==> src/rtl/cp0_exc_ctrl.sv <==
// cp0_exc_ctrl: commit-stage exception/interrupt controller.
// Merges slot0/slot1 commit exceptions, pending interrupts and ERET into at
// most one CP0 event per cycle, then sequences redirect and pipeline flush.
//
// state | meaning
// ------+-------------------------------------------------------------
// IDLE  | commits accepted; one event may be raised this cycle
// REDIR | one-cycle redirect pulse to the fetch unit
// DRAIN | flush held until the pipeline reports empty (drain_done)
module cp0_exc_ctrl #(
  parameter int          CNT_W      = 16,
  parameter logic [31:0] EXC_VECTOR = 32'hBFC0_0380
) (
  input  logic             clk,
  input  logic             resetn,
  input  logic [1:0]       cm_valid,
  input  logic [31:0]      cm_pc0,
  input  logic [31:0]      cm_pc1,
  input  logic [1:0]       cm_exc,
  input  logic [4:0]       cm_code0,
  input  logic [4:0]       cm_code1,
  input  logic [31:0]      cm_badva0,
  input  logic [31:0]      cm_badva1,
  input  logic [1:0]       cm_bd,
  input  logic [1:0]       cm_eret,
  input  logic             st_exl,
  input  logic             st_ie,
  input  logic [7:0]       st_im,
  input  logic [7:0]       ca_ip,
  input  logic [31:0]      cp0_epc,
  input  logic             drain_done,
  output logic             commit_ready,
  output logic             exception_en,
  output logic             exc_bd,
  output logic [4:0]       exc_code,
  output logic [31:0]      exc_epc,
  output logic [31:0]      exc_badva,
  output logic             eret,
  output logic             kill_slot1,
  output logic             redirect_valid,
  output logic [31:0]      redirect_pc,
  output logic             flush,
  output logic [CNT_W-1:0] exc_cnt
);

  typedef enum logic [1:0] {
    IDLE  = 2'd0,
    REDIR = 2'd1,
    DRAIN = 2'd2
  } state_t;

  localparam logic [CNT_W-1:0] CNT_ONE = {{(CNT_W-1){1'b0}}, 1'b1};
  localparam logic [CNT_W-1:0] CNT_MAX = {CNT_W{1'b1}};

  state_t      state;
  state_t      state_nxt;
  logic        int_raw;
  logic        int_q;
  logic        ev_any;
  logic [31:0] rpc_nxt;
  logic [31:0] epc_s0;
  logic [31:0] epc_s1;

  // An interrupt is pending only when enabled and not already in exception level.
  assign int_raw = (|(st_im & ca_ip)) & st_ie & ~st_exl;

  // A delay-slot instruction restarts at its branch, one word earlier.
  assign epc_s0 = cm_bd[0] ? (cm_pc0 - 32'd4) : cm_pc0;
  assign epc_s1 = cm_bd[1] ? (cm_pc1 - 32'd4) : cm_pc1;

  // Event selection (interrupt > slot0 exc > slot0 eret > slot1 exc > slot1 eret) and next state.
  always_comb begin
    state_nxt    = state;
    commit_ready = 1'b0;
    exception_en = 1'b0;
    exc_bd       = 1'b0;
    exc_code     = 5'h00;
    exc_epc      = 32'h0;
    exc_badva    = 32'h0;
    eret         = 1'b0;
    kill_slot1   = 1'b0;
    ev_any       = 1'b0;
    rpc_nxt      = 32'h0;

    case (state)
      IDLE: begin
        commit_ready = 1'b1;
        // int_raw is re-checked so an MTC0 that just cleared the source wins.
        if (int_q && cm_valid[0] && int_raw) begin
          exception_en = 1'b1;
          exc_code     = 5'h00;
          exc_epc      = epc_s0;
          exc_bd       = cm_bd[0];
          kill_slot1   = 1'b1;
          ev_any       = 1'b1;
          rpc_nxt      = EXC_VECTOR;
        end else if (cm_valid[0] && cm_exc[0]) begin
          exception_en = 1'b1;
          exc_code     = cm_code0;
          exc_badva    = cm_badva0;
          exc_epc      = epc_s0;
          exc_bd       = cm_bd[0];
          kill_slot1   = 1'b1;
          ev_any       = 1'b1;
          rpc_nxt      = EXC_VECTOR;
        end else if (cm_valid[0] && cm_eret[0]) begin
          eret         = 1'b1;
          exc_epc      = epc_s0;
          exc_bd       = cm_bd[0];
          kill_slot1   = 1'b1;
          ev_any       = 1'b1;
          rpc_nxt      = cp0_epc;
        end else if (cm_valid[1] && cm_exc[1]) begin
          exception_en = 1'b1;
          exc_code     = cm_code1;
          exc_badva    = cm_badva1;
          exc_epc      = epc_s1;
          exc_bd       = cm_bd[1];
          ev_any       = 1'b1;
          rpc_nxt      = EXC_VECTOR;
        end else if (cm_valid[1] && cm_eret[1]) begin
          eret         = 1'b1;
          exc_epc      = epc_s1;
          exc_bd       = cm_bd[1];
          ev_any       = 1'b1;
          rpc_nxt      = cp0_epc;
        end
        if (ev_any) state_nxt = REDIR;
      end
      REDIR: state_nxt = DRAIN;
      DRAIN: if (drain_done) state_nxt = IDLE;
      default: state_nxt = IDLE;
    endcase

    // Outputs stay quiet for the whole reset cycle.
    if (!resetn) begin
      state_nxt    = IDLE;
      commit_ready = 1'b0;
      exception_en = 1'b0;
      exc_bd       = 1'b0;
      exc_code     = 5'h00;
      exc_epc      = 32'h0;
      exc_badva    = 32'h0;
      eret         = 1'b0;
      kill_slot1   = 1'b0;
      ev_any       = 1'b0;
      rpc_nxt      = 32'h0;
    end
  end

  // State register and one-cycle interrupt qualification.
  always_ff @(posedge clk) begin
    if (!resetn) begin
      state <= IDLE;
      int_q <= 1'b0;
    end else begin
      state <= state_nxt;
      int_q <= int_raw;
    end
  end

  // Redirect pulse in REDIR; flush covers every non-IDLE cycle.
  always_ff @(posedge clk) begin
    if (!resetn) begin
      redirect_valid <= 1'b0;
      redirect_pc    <= 32'h0;
      flush          <= 1'b0;
    end else begin
      redirect_valid <= ev_any;
      redirect_pc    <= ev_any ? rpc_nxt : 32'h0;
      flush          <= (state_nxt != IDLE);
    end
  end

  // Saturating count of taken exceptions and interrupts.
  always_ff @(posedge clk) begin
    if (!resetn) begin
      exc_cnt <= '0;
    end else if (exception_en && (exc_cnt != CNT_MAX)) begin
      exc_cnt <= exc_cnt + CNT_ONE;
    end
  end

endmodule

==> config.mk <==
export PLATFORM = sky130hd
export DESIGN_NAME = cp0_exc_ctrl
export DESIGN_NICKNAME = d
export VERILOG_FILES = /design/src/rtl/cp0_exc_ctrl.sv
export SDC_FILE = /design/constraint.sdc
export NUM_CORES = 1
export LEC_CHECK = 0
export BUFFER_PORTS_ARGS = -buffer_cell sky130_fd_sc_hd__buf_2
export CAP_MARGIN = 10
export CORE_ASPECT_RATIO = 0.5
export CORE_MARGIN = 8
export CORE_UTILIZATION = 40
export CTS_BUF_LIST = sky130_fd_sc_hd__clkbuf_16
export DETAILED_ROUTE_END_ITERATION = 10
export PLACE_DENSITY_LB_ADDON = 0.12
export SLEW_MARGIN = 40
export SYNTH_ARGS = -nofsm -noshare
export SYNTH_HDL_FRONTEND = slang
export SYNTH_SLANG_ARGS = --single-unit
==> constraint.sdc <==
create_clock -name clk -period 3.1 [get_ports clk]
set_input_delay 0.31 -clock clk [delete_from_list [all_inputs] [get_ports clk]]
set_output_delay 0.31 -clock clk [all_outputs]
set_load 0.05 [all_outputs]
==> results of run 1 <==
## layout by cell type, fill, tap and decap left out, types with 12 or more instances in the layout
master / n
a22oi_1: 41
a21oi_1: 22
dfxtp_1: 53
o22ai_1: 20
buf_4: 12
nand3_1: 12
xor2_1: 24
inv_1: 12
nor4_1: 15
buf_2: 322
o21ai_0: 12
and2_1: 25
nor2_1: 65
xnor2_1: 30
nand2_1: 55
## routing by layer
layer / vias up / wire length (um) / global-route usage (%)
met2: 162 / 8560 / 42.35
li1: 2508 / - / -
met5: - / 13 / 0
met1: 2322 / 6645 / 25.45
met3: 14 / 1050 / 4.764
met4: 2 / 149 / 3.723
## sequential cells by signal (all words and copies together) (netlist names)
| register | flops |
|---|---|
| flush | 1 |
| redirect_valid | 1 |
| state | 2 |
| exc_cnt | 16 |
| int_q | 1 |
| redirect_pc | 32 |
## worst max-delay path, delay by kind of cell
| kind | cells | cell delay [ps] |
|---|---|---|
| AOI/OAI and AO/OA | 1 | 240 |
| xor gates and xnor gates | 1 | 110 |
| buffers and inverters | 2 | 410 |
| and+or+nand+nor | 4 | 1490 |
## layout make-up
cell class	count	area (um2)
Timing Repair Buffer	334	1702
Tap cell	135	168.9
Inverter	12	45.04
Multi-Input combinational cell	428	2708
Clock inverter	3	15.01
Antenna cell	1	2.502
Fill cell	965	3682
Sequential cell	53	1061
Clock buffer	5	125.1
## cells by family after synthesis
family | count (synthesis) | share of synthesized area (%)
muxes | 7 | 1.784
AOI/OAI and AO/OA | 122 | 21.02
adders and majority gates | 3 | 0.9555
DFF | 53 | 27.01
xor gates and xnor gates | 54 | 12.04
buffers and inverters | 42 | 4.204
and+or+nand+nor | 242 | 32.99
## report_power, final
group          leakage, nW  total, mW  switching, mW  internal, mW
combinational         2.35      0.807          0.558         0.249
sequential           0.431      0.718         0.0103         0.708
clock               0.0724      0.526          0.233         0.294
total                 2.85       2.05          0.801          1.25
## worst min path at each step
| stage | end | slack, ps | cells past startpoint | start |
|---|---|---|---|---|
| 5_1_grt | redirect_pc[16]$_SDFF_PP0_ | 220 | 2 | cp0_epc[16] |
| 6_report | redirect_pc[10]$_SDFF_PP0_ | 220 | 2 | cp0_epc[10] |
| 3_3_place_gp | exc_cnt[4]$_SDFFE_PN0P_ | 470 | 1 | exc_cnt[4]$_SDFFE_PN0P_ |
| 3_5_place_dp | exc_cnt[4]$_SDFFE_PN0P_ | 470 | 1 | exc_cnt[4]$_SDFFE_PN0P_ |
| 2_1_floorplan | redirect_pc[0]$_SDFF_PP0_ | 430 | 1 | cp0_epc[0] |
| 4_1_cts | redirect_pc[10]$_SDFF_PP0_ | 220 | 2 | cp0_epc[10] |
==> flow_metrics.py, run 1 <==
metrics = {
    "routing": {
        "drtIter0Drc": 268,
        "drc": 0,
        "antenna_left": 0,
        "drt_pre_antenna_iters": 5,
        "routed_wl_mm": 16.42,
        "avgViaCountPerCell": 5.158,
        "via_count": 5008,
        "wl_per_cell_um": 16.91,
    },
    "die": {
        "num_rows": 25,
        "die_x_um": 156.2,
        "die_h_um": 86.08,
        "core_um2": 9509,
        "boundaryPins": 323,
        "start_util_pct": 41.32,
        "die_area_um2": 13440,
    },
    "finish": {
        "drive_gt1_share_pct": 42.87,
        "final_cell_count_no_fill": 971,
        "stdcell_area_um2": 5827,
        "finalNetCount": 1036,
        "fin_util_pct": 61.28,
        "areaGrowthSynthToFinish_pct": 48.31,
    },
    "cts": {
        "post_cts_resized": 0,
        "postCtsSetupBuffers": 0,
        "cts_hold_repair.buffers": 0,
        "clk_pin_slew_ps": 60,
        "cts_tree": "yes",
        "clock_sinks": 53,
        "cts-htree-levels": 2,
        "root_buffer": "clkbuf_16",
        "clk_latency_ps": 280,
        "cts_buffer_depth": 2,
        "cts_made_buffers": 5,
    },
    "setup_path": {
        "critPathSlowestCell": "or4_4",
        "start_kind": "primary input",
        "cp-endpoint": "exc_epc[31]",
        "critPathKind": "in -> out",
        "arrival_ps": 2560,
        "r2r_setup_slack_ps": 920,
        "crit_path_start": "cm_pc1[19]",
        "r2r_cells": 6,
        "worst_path_largest_cell_delay_ps": 530,
        "critPathMaxFanout": 8,
        "rr_startpoint": "state[1]$_SDFF_PN0_",
        "r2r_end": "exc_cnt[13]$_SDFFE_PN0P_",
        "required_ps": 2790,
        "path_cells": "buf_2 -> or4_4 -> or2_1 -> or4_4 -> nor3_2 -> xnor2_1 -> a211oi_2 -> buf_2",
        "endpoint_kind": "output port",
    },
    "pwr": {
        "max-vdd-ir-drop_mv": 0.2090,
        "p_per_area_nw_per_um2": 352.1,
        "leakage_nw": 2.853,
        "finalPower_mw": 2.052,
    },
    "synth": {
        "synth_cell_types": 58,
        "yosysMostFrequentCell": "nor2_1",
        "synth_top_cells_by_count": "nor2_1 (65), nand2_1 (55), dfxtp_1 (53), a22oi_1 (41), xnor2_1 (30)",
        "synth_warnings": 0,
        "synth_edf_count": 0,
        "avgSynthCellArea_um2": 7.512,
        "synth_seq_cells": 53,
        "synth_ff_type": "dfxtp_1",
        "syn_nets": 725,
        "postSynth.asyncResetShare_pct": 0,
        "ys_top_cells_by_area": "dfxtp_1 (27%), a22oi_1 (7.8%), xnor2_1 (6.7%)",
        "synth_area_um2": 3929,
        "synth_top_area_cell": "dfxtp_1",
        "synth_top_area_share_pct": 27.01,
        "syn_inst": 523,
        "synth-seq-area-share_pct": 27.01,
    },
    "timing": {
        "tightest_slew_ps": 610.6,
        "timing.hold.ws_ps": 224.3,
        "report.final.slew_viol_count": 0,
        "finalWorstSetupSlack_ps": 231.2,
        "setup_violations": 0,
        "max_freq_ghz": 0.3486,
        "min_period_ps": 2869,
        "hold_violations": 0,
        "tns_ps": 0,
        "rsz0062_at_grt": "no",
        "fin_skew_ps": 2.109,
        "fin_crit_sh_pct": 92.54,
        "slew_headroom_pct": 58.92,
    },
    "global_route": {
        "grt_first_pass_wirelength_mm": 24.70,
        "first_global_vias": 4818,
        "grt_antenna_before_repair": 1,
        "grt_max_degree": 39,
        "overflow": 0,
        "grt_usage_pct": 22.26,
    },
    "placed_design": {
        "place_area_um2": 5684,
        "post-place-ws_ps": 248.9,
        "dpl.hpwl_mm": 13.85,
        "io_buffers": 322,
        "gp_congestion": 0.9501,
        "dp.cells": 962,
    },
    "worst_hold_path": {
        "hp-class": "in -> reg",
    },
    "status": {
        "outcome": "completed",
    },
    "run": {
        "max_cap_viol_count": 0,
    },
}
Note: power is estimated with default switching activity, not from simulation.
==> run 2: changes to the inputs <==
--- a/config.mk
+++ b/config.mk
@@ -7,12 +7,12 @@
 export LEC_CHECK = 0
 export BUFFER_PORTS_ARGS = -buffer_cell sky130_fd_sc_hd__buf_2
 export CAP_MARGIN = 10
-export CORE_ASPECT_RATIO = 0.5
-export CORE_MARGIN = 8
-export CORE_UTILIZATION = 40
+export CORE_AREA = 8 8 118 120
 export CTS_BUF_LIST = sky130_fd_sc_hd__clkbuf_16
 export DETAILED_ROUTE_END_ITERATION = 10
+export DIE_AREA = 0 0 126 128
 export PLACE_DENSITY_LB_ADDON = 0.12
+export SETUP_SLACK_MARGIN = 0.05
 export SLEW_MARGIN = 40
 export SYNTH_ARGS = -nofsm -noshare
 export SYNTH_HDL_FRONTEND = slang
==> run 2 against run 1 <==
  * Register-to-register slack gained 30 ps
  * Global-route usage shrank 2.0 points
  * Setup slack gained 18 ps
  * Final area grew 1.0%
  * Via count grew 2.7%
  * Largest power group unchanged
==> flow_metrics.py, run 2 (same netlist as run 1, synthesis figures left out) <==
metrics = {
    "pwr": {
        "swShare_pct": 39.84,
        "leakage_nw": 2.862,
        "max-vdd-ir-drop_mv": 0.2085,
        "comb_power_share_pct": 39.2,
        "finalPower_mw": 2.101,
        "p_seq_share_pct": 34.1,
        "p_per_area_nw_per_um2": 356.9,
        "p_clk_share_pct": 26.7,
        "p_sw_uw": 837.2,
        "cell_internal_pwr_mw": 1.264,
    },
    "routing": {
        "routed_wl_mm": 17.87,
        "antenna_left": 0,
        "drtIter0Drc": 291,
        "via_count": 5141,
        "avgViaCountPerCell": 5.203,
        "wl_per_cell_um": 18.09,
        "drt_pre_antenna_iters": 5,
        "drc": 0,
    },
    "die": {
        "die_area_um2": 16130,
        "start_util_pct": 32.18,
        "core_um2": 12210,
        "boundaryPins": 323,
        "num_rows": 41,
        "die_x_um": 126,
        "die_h_um": 128,
    },
    "finish": {
        "fill_cells": 1240,
        "largest_register": "redirect_pc",
        "final_cell_count_no_fill": 988,
        "areaGrowthSynthToFinish_pct": 49.84,
        "largest_reg_flops": 32,
        "finalNetCount": 1038,
        "top_regs": "redirect_pc x32, exc_cnt x16, state x2",
        "final_common_cell": "buf_2",
        "fin_util_pct": 48.22,
        "most-common-layout-cells": "buf_2 (321), nor2_1 (65), nand2_1 (55), dfxtp_1 (53), a22oi_1 (41)",
        "drive_gt1_share_pct": 43.25,
    },
    "placed_design": {
        "gp_congestion": 0.9410,
        "dp.cells": 979,
        "dpl.hpwl_mm": 15.04,
        "io_buffers": 322,
    },
    "cts": {
        "post_cts_resized": 0,
        "clk_pin_slew_ps": 70,
        "cts-htree-levels": 2,
        "clock_sinks": 53,
        "postCtsSetupBuffers": 0,
        "cts_made_buffers": 5,
        "cts_buffer_depth": 2,
        "cts_hold_repair.buffers": 0,
        "cts_tree": "yes",
        "root_buffer": "clkbuf_16",
        "clk_latency_ps": 290,
    },
    "timing": {
        "fin_crit_sh_pct": 91.96,
        "min_period_ps": 2851,
        "tns_ps": 0,
        "report.final.slew_viol_count": 0,
        "rsz0062_at_grt": "no",
        "max_freq_ghz": 0.3508,
        "setup_violations": 0,
        "fin_skew_ps": 2.802,
        "tightest_slew_ps": 600.1,
        "hold_violations": 0,
        "slew_headroom_pct": 59.91,
        "timing.hold.ws_ps": 214.6,
    },
    "global_route": {
        "grt_antenna_before_repair": 1,
        "grt_first_pass_wirelength_mm": 26.43,
        "grt_usage_pct": 20.23,
        "grt_max_degree": 39,
        "first_global_vias": 5108,
        "overflow": 0,
    },
    "worst_hold_path": {
        "hp-class": "in -> reg",
    },
    "setup_path": {
        "required_ps": 2790,
        "critPathKind": "in -> out",
        "critPathMaxFanout": 8,
        "start_kind": "primary input",
        "endpoint_kind": "output port",
        "arrival_ps": 2540,
    },
    "run": {
        "max_cap_viol_count": 0,
    },
    "status": {
        "outcome": "completed",
    },
}
==> run 2: changes by cell type in the layout (fill, tap and decap cells not counted), sizes merged <==
| cell | change |
|---|---|
| clkinvlp | +1 |
| buf | +2 |
| inv | -1 |
==> run 2: path summary, 6_finish.rpt <==
check / start / to / slack, ps / cells after the start
min: cp0_epc[1] / redirect_pc[1]$_SDFF_PP0_ / 210 / 2
min reg2reg: exc_cnt[4]$_SDFFE_PN0P_ / exc_cnt[4]$_SDFFE_PN0P_ / 500 / 1
max reg2reg: state[1]$_SDFF_PN0_ / exc_cnt[13]$_SDFFE_PN0P_ / 950 / 6
max: cm_pc1[19] / exc_epc[31] / 250 / 8
==> run 2: layout make-up <==
class / count / area (um2) / area share [%]
diodes: 1 / 2.502 / 0.04251
multi-input cells: 428 / 2708 / 45.99
flip-flops and latches: 53 / 1061 / 18.02
repair buffers: 336 / 1732 / 29.42
clock inverters: 3 / 26.28 / 0.4463
well taps: 150 / 187.7 / 3.188
clock buffers: 5 / 125.1 / 2.125
inverters: 12 / 45.04 / 0.7651
==> run 2: per-stage QoR <==
step | worst slack [ps] | cell area [um2]
floorplan | 60.95 | 3934
global placement | 261.6 | 5733
detailed placement | 254.8 | 5733
CTS | 251.9 | 5884
global route | 110.9 | 5887
finish | 249.3 | 5887
==> run 2: worst max-delay path, cell delays in order <==
cell	delay, ps
buf_2	120
or4_4	540
or2_1	330
or4_4	460
nor3_2	190
xnor2_1	100
a211oi_2	210
buf_2	290
==> run 2: metal layers <==
metal / vias up / GRT usage [%] / share of wire [%]
met4: 0 / 6.369 / 2.3
met5: - / 0 / 0
met3: 29 / 6.364 / 9.1
li1: 2512 / - / -
met2: 261 / 36.01 / 49
met1: 2339 / 22.50 / 40
==> run 2: power by group through the flow <==
stage          sequential (mW)  clock (mW)  combinational (mW)
2_1_floorplan            0.821           0               0.429
3_3_place_gp             0.733           0               0.813
3_5_place_dp             0.733           0               0.821
4_1_cts                  0.717       0.577               0.824
5_1_grt                  0.720       0.603               0.874
6_report                 0.717       0.560               0.824
==> run 3: changes to the inputs <==
--- a/config.mk
+++ b/config.mk
@@ -9,8 +9,10 @@
 export CAP_MARGIN = 10
 export CORE_AREA = 8 8 118 120
 export CTS_BUF_LIST = sky130_fd_sc_hd__clkbuf_16
+export CTS_CLUSTER_SIZE = 28
 export DETAILED_ROUTE_END_ITERATION = 10
 export DIE_AREA = 0 0 126 128
+export MAX_ROUTING_LAYER = met4
 export PLACE_DENSITY_LB_ADDON = 0.12
 export SETUP_SLACK_MARGIN = 0.05
 export SLEW_MARGIN = 40
==> run 3 against run 2 <==
  * Sequential power about the same
  * Fmax decreased by 1.4%
  * Clock skew increased by 0.87 ps
  * Sequential share of layout area fell by 0.069 points
  * Routed wire length up 3.1%
  * Hold slack gained 0.90 ps
  * Largest cell class unchanged
  * Highest routed layer unchanged
==> flow_metrics.py, run 3 (same netlist as run 1, synthesis figures left out) <==
metrics = {
    "placed_design": {
        "gp_congestion": 0.9570,
        "io_buffers": 322,
        "dpl.hpwl_mm": 15.50,
        "post-place-ws_ps": 194.4,
    },
    "cts": {
        "post_cts_resized": 0,
        "cts_buffer_depth": 2,
        "postCtsSetupBuffers": 0,
        "cts_tree": "yes",
        "cts_hold_repair.buffers": 0,
        "clk_pin_slew_ps": 70,
        "clock_sinks": 53,
        "cts_made_buffers": 5,
        "root_buffer": "clkbuf_16",
        "clk_latency_ps": 290,
        "cts-htree-levels": 2,
    },
    "setup_path": {
        "critPathKind": "in -> out",
        "start_kind": "primary input",
        "r2r_end": "exc_cnt[13]$_SDFFE_PN0P_",
        "arrival_ps": 2580,
        "rr_startpoint": "state[1]$_SDFF_PN0_",
        "path_cells": "buf_2 -> or4_4 -> or2_1 -> or4_4 -> nor3_2 -> xnor2_1 -> a211oi_2 -> buf_2",
        "path_buf_inv": 2,
        "r2r_cells": 7,
        "critPathMaxFanout": 8,
        "required_ps": 2790,
        "r2r_setup_slack_ps": 920,
        "critPathSlowestCell": "or4_4",
        "cpLargestDelayFamily": "simple AND/OR/NAND/NOR gates",
        "endpoint_kind": "output port",
        "worst_path_largest_cell_delay_ps": 540,
    },
    "pwr": {
        "swShare_pct": 39.80,
        "max-vdd-ir-drop_mv": 0.1931,
        "comb_power_share_pct": 39.5,
        "cell_internal_pwr_mw": 1.268,
        "p_clk_share_pct": 26.4,
        "p_per_area_nw_per_um2": 356.4,
        "p_seq_share_pct": 34.1,
        "leakage_nw": 2.875,
        "p_sw_uw": 838.2,
    },
    "routing": {
        "routed_wl_mm": 18.43,
        "drtIter0Drc": 240,
        "wl_per_cell_um": 18.60,
        "via_count": 5231,
        "drc": 0,
        "drt_pre_antenna_iters": 4,
        "avgViaCountPerCell": 5.279,
        "antenna_left": 0,
    },
    "die": {
        "num_rows": 41,
        "die_x_um": 126,
        "core_um2": 12210,
        "die_area_um2": 16130,
        "die_h_um": 128,
        "boundaryPins": 323,
        "start_util_pct": 32.18,
    },
    "timing": {
        "report.final.slew_viol_count": 0,
        "min_period_ps": 2892,
        "slew_headroom_pct": 54.40,
        "fin_skew_ps": 3.675,
        "tns_ps": 0,
        "fin_crit_sh_pct": 93.30,
        "finalWorstSetupSlack_ps": 207.7,
        "tightest_slew_ps": 682.4,
        "rsz0062_at_grt": "no",
        "hold_violations": 0,
        "max_freq_ghz": 0.3457,
        "setup_violations": 0,
    },
    "status": {
        "outcome": "completed",
    },
    "worst_hold_path": {
        "min_from": "cp0_epc[6]",
        "hp-class": "in -> reg",
        "min_to": "redirect_pc[6]$_SDFF_PP0_",
        "holdPathStages": 2,
    },
    "global_route": {
        "grt_antenna_before_repair": 1,
        "first_global_vias": 5319,
        "grt_max_degree": 39,
        "grt_usage_pct": 21.52,
        "grt_first_pass_wirelength_mm": 27.31,
        "overflow": 0,
    },
    "finish": {
        "top_regs": "redirect_pc x32, exc_cnt x16, state x2",
        "finalNetCount": 1041,
        "final_common_cell": "buf_2",
        "drive_gt1_share_pct": 43.45,
        "largest_register": "redirect_pc",
        "areaGrowthSynthToFinish_pct": 50.41,
        "largest_reg_flops": 32,
        "most-common-layout-cells": "buf_2 (321), nor2_1 (65), nand2_1 (55), dfxtp_1 (53), a22oi_1 (41)",
    },
    "run": {
        "max_cap_viol_count": 0,
    },
}
## run 3: changes by cell type in the layout (fill, tap and decap cells not counted), sizes merged
| cell | delta |
|---|---|
| buf | +3 |
## run 3: worst reg2reg max path: cells and delay by family, from the launching register on
kind | cells | cell delay, ps
simple gates | 2 | 910
compound gates | 3 | 610
flops | 1 | 330
buf+inv | 2 | 270
## run 3: how the worst max path moves through the flow
stage               startpoint          end  slack [ps]  depth (start not counted)
detailed placement    cm_bd[0]  exc_epc[24]         190                          8
finish              cm_pc1[19]  exc_epc[31]         210                          8
global placement      cm_bd[0]  exc_epc[24]         240                          8
CTS                   cm_bd[0]  exc_epc[24]         190                          8
global route          cm_bd[0]  exc_epc[24]         100                          8
floorplan             st_im[2]   exc_epc[8]          60                          6
## run 3: routing by layer
layer  track usage, %  up-vias  share of wire [%]
met2            36.71      237                 49
li1                 -     2521                  -
met5                -        -                  0
met3            4.576       24                7.2
met1            24.50     2449                 42
met4            7.785        0                1.9
## run 3: cell type report
| cell class | instances | area [um2] |
|---|---|---|
| inverters | 12 | 45.04 |
| fillers | 1254 | 6300 |
| clock buffers | 5 | 125.1 |
| well taps | 150 | 187.7 |
| diodes | 1 | 2.502 |
| repair buffers | 339 | 1754 |
| flip-flops and latches | 53 | 1061 |
| multi-input cells | 428 | 2708 |
| clock inverters | 3 | 26.28 |
## run 3: per-stage QoR
| step | hold WS, ps | instances | cell area (um2) | utilization, % | power [mW] |
|---|---|---|---|---|---|
| floorplan | 431.7 | 523 | 3934 | - | 1.251 |
| global placement | 463.9 | 982 | 5756 | 47.14 | 1.553 |
| detailed placement | 470.3 | 982 | 5756 | 47.14 | 1.564 |
| CTS | 205.7 | 990 | 5907 | 48.38 | 2.123 |
| global route | 212.1 | 991 | 5909 | 48.40 | 2.208 |
| finish | 215.5 | 991 | 5909 | 48.40 | 2.106 |
## run 3: power by group through the flow
stage / logic (mW) / registers (mW) / clock network, mW
2_1_floorplan: 0.429 / 0.821 / 0
3_3_place_gp: 0.821 / 0.733 / 0
3_5_place_dp: 0.829 / 0.734 / 0
4_1_cts: 0.832 / 0.718 / 0.573
5_1_grt: 0.883 / 0.721 / 0.604
6_report: 0.831 / 0.719 / 0.556
